`config.mk`:
```
export PLATFORM = sky130hd
export DESIGN_NAME = frogger_game_seq
export DESIGN_NICKNAME = d
export VERILOG_FILES = /design/src/rtl/frogger_game_seq_pkg.sv /design/src/rtl/frame_pause_timer.sv /design/src/rtl/frogger_game_seq.sv
export SDC_FILE = /design/constraint.sdc
export NUM_CORES = 1
export LEC_CHECK = 0
export CORE_UTILIZATION = 50
export CTS_CLUSTER_SIZE = 10
export DETAILED_ROUTE_END_ITERATION = 8
export GPL_TIMING_DRIVEN = 0
export PLACE_DENSITY_LB_ADDON = 0.08
export REMOVE_ABC_BUFFERS = 1
export SYNTH_ARGS = -nofsm -noshare
export SYNTH_HDL_FRONTEND = slang
export SYNTH_SLANG_ARGS = --single-unit
```
`constraint.sdc`:
```
create_clock -name i_Clk -period 4.1 [get_ports i_Clk]
set_clock_uncertainty 0.1 [all_clocks]
set_input_delay 0.41 -clock i_Clk [delete_from_list [all_inputs] [get_ports i_Clk]]
set_output_delay 0.41 -clock i_Clk [all_outputs]
set_load 0.02 [all_outputs]
```
`src/rtl/frogger_game_seq_pkg.sv`:
```
// Shared game package: state encodings and parameter defaults for the game
// sequencer, display and score blocks.
package frogger_game_seq_pkg;

  localparam int c_DEF_LIVES           = 3;
  localparam int c_DEF_FRAMES_PER_SEC  = 60;
  localparam int c_DEF_TIME_LIMIT      = 30;
  localparam int c_DEF_DEATH_FRAMES    = 60;
  localparam int c_DEF_LEVELUP_FRAMES  = 90;
  localparam int c_DEF_GOALS_PER_LEVEL = 5;
  localparam int c_DEF_MAX_LEVEL       = 7;

  localparam logic [2:0] ST_IDLE      = 3'd0;
  localparam logic [2:0] ST_PLAY      = 3'd1;
  localparam logic [2:0] ST_DYING     = 3'd2;
  localparam logic [2:0] ST_LEVEL_UP  = 3'd3;
  localparam logic [2:0] ST_GAME_OVER = 3'd4;

  function automatic int max_int(input int a, input int b);
    return (a > b) ? a : b;
  endfunction

endpackage

```
`src/rtl/frame_pause_timer.sv`:
```
// Tick-driven pause down-counter shared by the death and level-up pauses:
// load a frame count, o_done flags the tick that exhausts it.
module frame_pause_timer #(
  parameter int W = 7
) (
  input  logic         clk,
  input  logic         rst_n,
  input  logic         i_load,
  input  logic [W-1:0] i_load_val,
  input  logic         i_tick,
  output logic         o_done
);

  logic [W-1:0] cnt_q, cnt_d;

  always_comb begin
    cnt_d = cnt_q;
    if (i_load)
      cnt_d = i_load_val;
    else if (i_tick && cnt_q != '0)
      cnt_d = cnt_q - W'(1);
  end

  // A count of 1 means the pending tick is the last one of the pause.
  assign o_done = i_tick && !i_load && (cnt_q <= W'(1));

  always_ff @(posedge clk or negedge rst_n) begin
    if (!rst_n) cnt_q <= '0;
    else        cnt_q <= cnt_d;
  end

endmodule

```
`src/rtl/frogger_game_seq.sv`:
```
// Frogger game sequencer: lives, levels, goals, per-life countdown timer and
// the play / death / level-up / game-over flow. All outputs are registered.
module frogger_game_seq
  import frogger_game_seq_pkg::*;
#(
  parameter int c_LIVES           = c_DEF_LIVES,
  parameter int c_FRAMES_PER_SEC  = c_DEF_FRAMES_PER_SEC,
  parameter int c_TIME_LIMIT      = c_DEF_TIME_LIMIT,
  parameter int c_DEATH_FRAMES    = c_DEF_DEATH_FRAMES,
  parameter int c_LEVELUP_FRAMES  = c_DEF_LEVELUP_FRAMES,
  parameter int c_GOALS_PER_LEVEL = c_DEF_GOALS_PER_LEVEL,
  parameter int c_MAX_LEVEL       = c_DEF_MAX_LEVEL
) (
  input  logic       i_Clk,
  input  logic       i_Rst_n,
  input  logic       i_Start,
  input  logic       i_Frame_Tick,
  input  logic       i_Collided,
  input  logic       i_Goal_Reached,
  output logic [2:0] o_State,
  output logic [1:0] o_Lives,
  output logic [2:0] o_Level,
  output logic [2:0] o_Goals,
  output logic [5:0] o_Time_Left,
  output logic       o_Move_Enable,
  output logic       o_Frog_Reset
);

  localparam int FRAME_W = (c_FRAMES_PER_SEC > 1) ? $clog2(c_FRAMES_PER_SEC) : 1;
  localparam int PAUSE_W = $clog2(max_int(c_DEATH_FRAMES, c_LEVELUP_FRAMES) + 1);

  localparam logic [1:0]         LIVES_INIT = 2'(c_LIVES);
  localparam logic [5:0]         TIME_INIT  = 6'(c_TIME_LIMIT);
  localparam logic [2:0]         GOALS_LVL  = 3'(c_GOALS_PER_LEVEL);
  localparam logic [2:0]         LEVEL_MAX  = 3'(c_MAX_LEVEL);
  localparam logic [FRAME_W-1:0] FRAME_LAST = FRAME_W'(c_FRAMES_PER_SEC - 1);
  localparam logic [PAUSE_W-1:0] DEATH_LOAD = PAUSE_W'(c_DEATH_FRAMES);
  localparam logic [PAUSE_W-1:0] LVLUP_LOAD = PAUSE_W'(c_LEVELUP_FRAMES);

  logic [2:0]         state_q, state_d;
  logic               start_q;
  logic [1:0]         lives_q, lives_d;
  logic [2:0]         level_q, level_d;
  logic [2:0]         goals_q, goals_d;
  logic [5:0]         time_q, time_d;
  logic [FRAME_W-1:0] frame_q, frame_d;
  logic               move_en_q, move_en_d;
  logic               frog_rst_q, frog_rst_d;

  logic               start_evt, sec_tick;
  logic [5:0]         time_nxt;
  logic [FRAME_W-1:0] frame_nxt;
  logic               pause_load, pause_tick, pause_done;
  logic [PAUSE_W-1:0] pause_val;

  assign pause_tick = i_Frame_Tick && (state_q == ST_DYING || state_q == ST_LEVEL_UP);

  frame_pause_timer #(.W(PAUSE_W)) u_pause (
    .clk        (i_Clk),
    .rst_n      (i_Rst_n),
    .i_load     (pause_load),
    .i_load_val (pause_val),
    .i_tick     (pause_tick),
    .o_done     (pause_done)
  );

  // Per-second countdown while playing; the remaining time never wraps below 0.
  always_comb begin
    start_evt = i_Start && !start_q;
    sec_tick  = i_Frame_Tick && (frame_q == FRAME_LAST);
    frame_nxt = !i_Frame_Tick ? frame_q : (sec_tick ? '0 : frame_q + FRAME_W'(1));
    time_nxt  = (sec_tick && time_q != '0) ? time_q - 6'd1 : time_q;
  end

  // NOTE: every _d takes its _q value first, so no path through the case infers a latch.
  always_comb begin
    state_d    = state_q;
    lives_d    = lives_q;
    level_d    = level_q;
    goals_d    = goals_q;
    time_d     = time_q;
    frame_d    = frame_q;
    frog_rst_d = 1'b0;
    pause_load = 1'b0;
    pause_val  = DEATH_LOAD;
    unique case (state_q)
      ST_IDLE: if (start_evt) begin
        state_d    = ST_PLAY;
        lives_d    = LIVES_INIT;
        level_d    = '0;
        goals_d    = '0;
        time_d     = TIME_INIT;
        frame_d    = '0;
        frog_rst_d = 1'b1;
      end
      ST_PLAY: begin
        time_d  = time_nxt;
        frame_d = frame_nxt;
        // Collision or timeout beats a goal arriving in the same cycle.
        if (i_Collided || time_nxt == '0) begin
          state_d    = ST_DYING;
          lives_d    = (lives_q != '0) ? lives_q - 2'd1 : '0;
          pause_load = 1'b1;
          pause_val  = DEATH_LOAD;
        end else if (i_Goal_Reached) begin
          goals_d    = goals_q + 3'd1;
          frog_rst_d = 1'b1;
          if (goals_q + 3'd1 == GOALS_LVL) begin
            state_d    = ST_LEVEL_UP;
            pause_load = 1'b1;
            pause_val  = LVLUP_LOAD;
          end else begin
            time_d  = TIME_INIT;
            frame_d = '0;
          end
        end
      end
      ST_DYING: if (pause_done) begin
        if (lives_q == '0) begin
          state_d = ST_GAME_OVER;
        end else begin
          state_d    = ST_PLAY;
          time_d     = TIME_INIT;
          frame_d    = '0;
          frog_rst_d = 1'b1;
        end
      end
      ST_LEVEL_UP: if (pause_done) begin
        state_d    = ST_PLAY;
        goals_d    = '0;
        level_d    = (level_q >= LEVEL_MAX) ? level_q : level_q + 3'd1;
        time_d     = TIME_INIT;
        frame_d    = '0;
        frog_rst_d = 1'b1;
      end
      ST_GAME_OVER: if (start_evt) state_d = ST_IDLE;
      default: state_d = ST_IDLE;
    endcase
    move_en_d = (state_d == ST_PLAY);
  end

  // NOTE: non-blocking assignments so every flop samples the same pre-edge values.
  always_ff @(posedge i_Clk or negedge i_Rst_n) begin
    if (!i_Rst_n) begin
      state_q    <= ST_IDLE;
      start_q    <= 1'b0;
      lives_q    <= '0;
      level_q    <= '0;
      goals_q    <= '0;
      time_q     <= '0;
      frame_q    <= '0;
      move_en_q  <= 1'b0;
      frog_rst_q <= 1'b0;
    end else begin
      state_q    <= state_d;
      start_q    <= i_Start;
      lives_q    <= lives_d;
      level_q    <= level_d;
      goals_q    <= goals_d;
      time_q     <= time_d;
      frame_q    <= frame_d;
      move_en_q  <= move_en_d;
      frog_rst_q <= frog_rst_d;
    end
  end

  assign o_State       = state_q;
  assign o_Lives       = lives_q;
  assign o_Level       = level_q;
  assign o_Goals       = goals_q;
  assign o_Time_Left   = time_q;
  assign o_Move_Enable = move_en_q;
  assign o_Frog_Reset  = frog_rst_q;

endmodule

```
==> impl_metrics.ini, run 1 <==
[die]
die_y_um = 64.66
rows = 22
die-width_um = 64.66
io-pin-count = 25
floorplan.initialDensity = 0.5283
dieArea_mm2 = 0.004181
core_mm2 = 0.003716

[setup_path]
r2r_cells = 9
crit_path_end_kind = register
reg2reg_setup_slack_ns = 0.96
timing.critical_path.from = o_Time_Left[0]
r2r_start = o_Time_Left[0]
cp_max_fo = 13
critical_path_class = register to register
required_ns = 4.17
crit-reg2reg-capture = o_Time_Left[0]
timing.critical_path.arrival_ns = 3.21
crit_path_start_kind = register

[cells_and_area]
area_delta_synth_final_pct = 19.95
layoutNonFillerInstCount = 284
drive_above_1_share = 0.06356
num-nets-final = 250
num_antenna_cells = 0

[route]
drc = 0
detail_route.wl_per_cell_um = 15.24
first_iter_violations = 67
detailedRoute.firstPassIterationCount = 4
avgViaCountPerCell = 6.085
num_vias = 1728
routed_wirelength_mm = 4.327
detail-route-antenna-nets = 0

[power]
power.density_mw_per_mm2 = 508.1
clkPwrFrac = 0.266
reported_net_switching_power_mw = 0.4141
fin_total_pwr_mw = 1.197
sequentialPowerShare = 0.412
p_int_mw = 0.7824
combinational_share_of_power = 0.322
vdd_ir_drop_max_uv = 313.8
power.share.switching = 0.3461
leakage_nw = 0.9490

[logic_synthesis]
top_cells_by_instance_count_after_synthesis = sky130_fd_sc_hd__dfrtp_1 (33), sky130_fd_sc_hd__o21ai_0 (19), sky130_fd_sc_hd__nor2_1 (16)
synth_most_common_cell = sky130_fd_sc_hd__dfrtp_1
synth_warnings = 0
ys_seq_elements = 33
synth_area_leader_cell = sky130_fd_sc_hd__dfrtp_1
synth-edff-count = 0
synthDominantCellAreaShare = 0.4207
seq_area_frac_synth = 0.4207
synth-main-ff-cell = sky130_fd_sc_hd__dfrtp_1
synth_cell_type_count = 62
synth_area_mm2 = 0.001963
synth_async_sr_flop_share = 1.000
synth_area_per_cell_um2 = 9.484
ys_top_cells_by_area = sky130_fd_sc_hd__dfrtp_1 (42%), sky130_fd_sc_hd__ha_1 (5.7%), sky130_fd_sc_hd__o21ai_0 (4.8%)
post_synth_inst_count = 207

[placement]
dp_cells = 276
port_buffers = 24
globalplace.congestion = 0.8154
dp.final_hpwl_mm = 3.138

[sta]
final-max-slew-violation-count = 0
setup-violations-final = 0
tightestPinTransition_ns = 0.8236
maxSlewHeadroom = 0.4423
setup-tns-final_ns = 0
finalHoldViolations = 0
rsz0062_at_grt = no
timing.fmax_mhz = 318.9
finalCritPeriodShare = 0.7648
min_period_ns = 3.136

[clocking]
tritoncts.num_buffers = 5
cts_root_buf = sky130_fd_sc_hd__clkbuf_8
holdBufCountCts = 0
cts.path.max_buffers = 2
cts_num_sinks = 33
cts_max_level = 2
cts_tree = done
clock_transition_at_path_regs_ns = 0.07
cts_repair_resize_count = 0
clk-insertion-delay-late_ns = 0.29
postCtsSetupBuffers = 0

[global_routing]
grtUsageTotal = 0.2383
antenna_found_initial = 0
grt-ovfl-total = 0
grt_pass1_vias = 1680
wire_length_of_the_first_global_routing_pass_mm = 7.507
largest_net_degree_at_the_start_of_global_routing = 34

[status]
outcome = complete, no violations

[min_path]
hold_path_class = primary input to asynchronous set/reset pin

[run]
maxCapViolCount = 0
stage by stage:
stage | setup slack, ns | util | cell area, µm² | hold WS (ns)
finish | 0.9643 | 0.6337 | 2355 | 0.07482
CTS | 0.9720 | 0.6337 | 2355 | 0.1062
detailed placement | 0.8031 | 0.6024 | 2238 | 0.4135
global placement | 0.8490 | 0.6037 | 2243 | 0.3930
global route | 0.7305 | 0.6337 | 2355 | 0.1296
floorplan | 1.293 | - | 1943 | 0.01441
per-layer routing:
metal	vias up	GRT usage	part of all wire
met2	61	0.4171	0.51
li1	825	-	-
met5	-	0	0
met4	0	0.1083	0.025
met3	14	0.05458	0.044
met1	828	0.2749	0.42
power by group through the flow:
stage	logic (mW)	clock network (mW)	registers [mW]
2_1_floorplan	0.195	0	0.532
3_3_place_gp	0.370	0	0.491
3_5_place_dp	0.385	0	0.499
4_1_cts	0.388	0.329	0.493
5_1_grt	0.429	0.342	0.509
6_report	0.385	0.318	0.494
cell usage in the layout, fill, tap and decap left out, types with 2 or more instances in the layout:
cell type                         count
sky130_fd_sc_hd__a21boi_0             5
sky130_fd_sc_hd__a21oi_1              4
sky130_fd_sc_hd__a22o_1               3
sky130_fd_sc_hd__a31oi_1              3
sky130_fd_sc_hd__and2_1               3
sky130_fd_sc_hd__and3_1               4
sky130_fd_sc_hd__clkbuf_8             6
sky130_fd_sc_hd__clkdlybuf4s50_1     23
sky130_fd_sc_hd__dfrtp_1             33
sky130_fd_sc_hd__ha_1                 9
sky130_fd_sc_hd__inv_1               12
sky130_fd_sc_hd__nand2_1             13
sky130_fd_sc_hd__nand2b_1             6
sky130_fd_sc_hd__nand3_1              8
sky130_fd_sc_hd__nand4_1              5
sky130_fd_sc_hd__nand4b_1             2
sky130_fd_sc_hd__nor2_1              16
sky130_fd_sc_hd__nor2b_1              5
sky130_fd_sc_hd__nor3_1               5
sky130_fd_sc_hd__nor4_1               2
sky130_fd_sc_hd__o21a_1               3
sky130_fd_sc_hd__o21ai_0             19
sky130_fd_sc_hd__o21bai_1             2
sky130_fd_sc_hd__o311ai_1             2
sky130_fd_sc_hd__xnor2_1              4
worst max-delay path, stage by stage, from the launching register on:
cell,delay [ns]
sky130_fd_sc_hd__dfrtp_1,0.42
sky130_fd_sc_hd__inv_1,0.12
sky130_fd_sc_hd__ha_1,0.25
sky130_fd_sc_hd__or4b_1,0.58
sky130_fd_sc_hd__nand4b_1,0.17
sky130_fd_sc_hd__o311ai_2,0.12
sky130_fd_sc_hd__o211a_1,0.27
sky130_fd_sc_hd__o21ai_2,0.48
sky130_fd_sc_hd__o21ai_0,0.22
sky130_fd_sc_hd__mux2_2,0.29
sequential cells by signal (all words and copies together), names as in the netlist:
| signal | count |
|---|---|
| frame_q | 6 |
| o_Frog_Reset | 1 |
| o_Goals | 3 |
| u_pause.cnt_q | 7 |
| start_q | 1 |
| o_Move_Enable | 1 |
| o_Time_Left | 6 |
| o_Lives | 2 |
| o_Level | 3 |
| o_State | 3 |
logic make-up after synthesis:
group,Yosys count,synth area share
AO/OA/AOI/OAI,61,0.2225
XOR/XNOR,5,0.02231
adder cells (fa/ha/maj),9,0.05736
buffers and inverters,15,0.03314
flip-flops,33,0.4206
multiplexers,2,0.01083
AND/OR/NAND/NOR,82,0.2333
layout make-up:
class	instances	area [µm²]
clock buffers	7	86.33
well taps	48	60.06
multi-input cells	159	1072
clock inverters	1	30.03
flip-flops and latches	33	825.8
fillers	325	1361
inverters	12	45.04
repair buffers	24	235.2
worst max-delay path by stage:
stage / end / slack, ns / cells after the start
after CTS: o_Time_Left[0] / 0.97 / 9
after global routing: o_Time_Left[0] / 0.73 / 9
final: o_Time_Left[0] / 0.96 / 9
after global placement: o_Time_Left[0] / 0.85 / 8
after detailed placement: o_Time_Left[0] / 0.80 / 8
after floorplan: o_Time_Left[0] / 1.29 / 9
Power figures use the tool's default switching activity.
==> inputs of run 2 (changes only) <==
Clock period 4.1 ns to 2.9 ns, I/O delays scaled along.
==> run 2 against run 1 <==
Maximum frequency grew 14%. Register-to-register slack worse by 0.81 ns. Clock power is 42% higher. Total power up 42%. Largest power group unchanged. Global-route usage rose by 0.076 points. Critical path depth unchanged. Core utilization increased by 2.1 points. Hold slack gained 0.29 ns. Routed wire length is 1.0% higher. Final cell count grew 1.1%. Sequential power up 41%. Sequential cell count did not move. Largest cell class unchanged.
==> impl_metrics.ini, run 2 (same netlist as run 1, synthesis figures left out) <==
[status]
outcome = complete, no violations

[die]
die-width_um = 64.66
rows = 22
dieArea_mm2 = 0.004181
die_y_um = 64.66
io-pin-count = 25
floorplan.initialDensity = 0.5283
core_mm2 = 0.003716

[route]
routed_wirelength_mm = 4.372
detail_route.wl_per_cell_um = 15.23
detailedRoute.firstPassIterationCount = 4
num_vias = 1711
drc = 0
detail-route-antenna-nets = 0
avgViaCountPerCell = 5.962
first_iter_violations = 64

[cells_and_area]
final_common_cell = sky130_fd_sc_hd__dfrtp_1
num_antenna_cells = 0
num-nets-final = 253
drive_above_1_share = 0.1004
area_delta_synth_final_pct = 23.96
post_layout_util = 0.6549
layout.cells.most_common_list = sky130_fd_sc_hd__dfrtp_1 (33), sky130_fd_sc_hd__clkdlybuf4s50_1 (23), sky130_fd_sc_hd__o21ai_0 (19)
largest_reg_by_ff_count = u_pause.cnt_q
fill_cells = 320
largest_register_ff_count = 7

[power]
leakage_nw = 0.9790
power.density_mw_per_mm2 = 699.5
sequentialPowerShare = 0.410
clkPwrFrac = 0.264
power.share.switching = 0.3458
fin_total_pwr_mw = 1.702
p_int_mw = 1.114
vdd_ir_drop_max_uv = 444.3
combinational_share_of_power = 0.326
reported_net_switching_power_mw = 0.5887

[setup_path]
crit_path_start_kind = register
crit_path_end_kind = register
timing.critical_path.arrival_ns = 2.81
r2r_start = o_Time_Left[0]
cells_along_the_critical_path = inv_2 -> ha_4 -> or4b_4 -> nand4b_1 -> o311ai_2 -> o211a_1 -> o21ai_4 -> o21ai_0 -> mux2_2
timing.critical_path.from = o_Time_Left[0]
required_ns = 2.97
cp_max_fo = 9
worst_path_largest_cell_delay_ns = 0.51
critical_path_class = register to register
critical-path-slowest-cell = sky130_fd_sc_hd__or4b_4

[global_routing]
wire_length_of_the_first_global_routing_pass_mm = 7.534
largest_net_degree_at_the_start_of_global_routing = 34
antenna_found_initial = 0
grt-ovfl-total = 0
grt_pass1_vias = 1684
grtUsageTotal = 0.2390

[sta]
min_period_ns = 2.741
setup-tns-final_ns = 0
timing.fmax_mhz = 364.8
finalHoldViolations = 0
layout_setup_ws_ns = 0.1589
maxSlewHeadroom = 0.1782
tightestPinTransition_ns = 1.230
final-max-slew-violation-count = 0
setup-violations-final = 0
finalCritPeriodShare = 0.9452

[clocking]
cts_num_sinks = 33
tritoncts.num_buffers = 5
cts_tree = done
cts.path.max_buffers = 2
clock_transition_at_path_regs_ns = 0.07
clk-insertion-delay-late_ns = 0.29
cts_max_level = 2
cts_root_buf = sky130_fd_sc_hd__clkbuf_8

[run]
maxCapViolCount = 0

[placement]
port_buffers = 24
dp.final_hpwl_mm = 3.138
placement.setup.worst_slack_ns = -0.2769
globalplace.congestion = 0.8154

[min_path]
hold_path_class = primary input to register
worstHoldStart = i_Start
[run 2: metrics by stage]
stage | instances | cell area [µm²] | hold WS [ns]
2_1_floorplan | 204 | 1943 | -0.1056
5_1_grt | 287 | 2434 | 0.3758
4_1_cts | 286 | 2384 | 0.3597
3_5_place_dp | 276 | 2238 | 0.3003
3_3_place_gp | 276 | 2243 | 0.3930
6_report | 287 | 2434 | 0.3679
[run 2: power by group through the flow]
| stage | logic, mW | clock network (mW) | registers (mW) |
|---|---|---|---|
| finish | 0.554 | 0.450 | 0.698 |
| detailed placement | 0.545 | 0 | 0.705 |
| global route | 0.619 | 0.484 | 0.720 |
| CTS | 0.555 | 0.464 | 0.697 |
| global placement | 0.522 | 0 | 0.694 |
| floorplan | 0.276 | 0 | 0.752 |
[run 2: routing by layer]
metal  part of all wire  vias up  GRT usage
met2               0.51       45     0.4224
met3              0.042        9    0.05458
met1               0.42      821     0.2726
met5                  0        -          0
met4              0.022        0     0.1083
li1                   -      836          -
[run 2: worst paths after layout]
kind                       cells after the start              to  slack (ns)
max                                            9  o_Time_Left[0]        0.16
min                                            1         start_q        0.37
max reg2reg                                    9  o_Time_Left[0]        0.16
min reg2reg                                    1      frame_q[1]        0.42
max in group asynchronous                      2      o_Goals[0]        1.73
min in group asynchronous                      2  o_Time_Left[5]        0.49
[run 2: area by class of cell]
cell class | count | area [µm²] | share of cell area
tap | 48 | 60.06 | 0.02468
timing repair buffer | 27 | 264.0 | 0.1085
sequential | 33 | 825.8 | 0.3393
clock inverter | 1 | 30.03 | 0.01234
inverter | 12 | 45.04 | 0.01851
clock buffer | 7 | 86.33 | 0.03548
multi-input combinational | 159 | 1122 | 0.4612
[run 2: worst max-delay path, delay by kind of cell (launching register included)]
family / cells / cell delay, ns
compound gates: 4 / 0.87
simple gates: 2 / 0.65
flops: 1 / 0.43
mux: 1 / 0.29
fa+ha+maj: 1 / 0.17
buf+inv: 1 / 0.12
[run 2: what timing repair did]
item	in CTS	in global routing
setup endpoints to repair	11	18
endpoints found under the hold margin	33	0
setup buffers	1	1
gates resized for setup	2	9
pin swaps	1	2
hold buffers	1	0
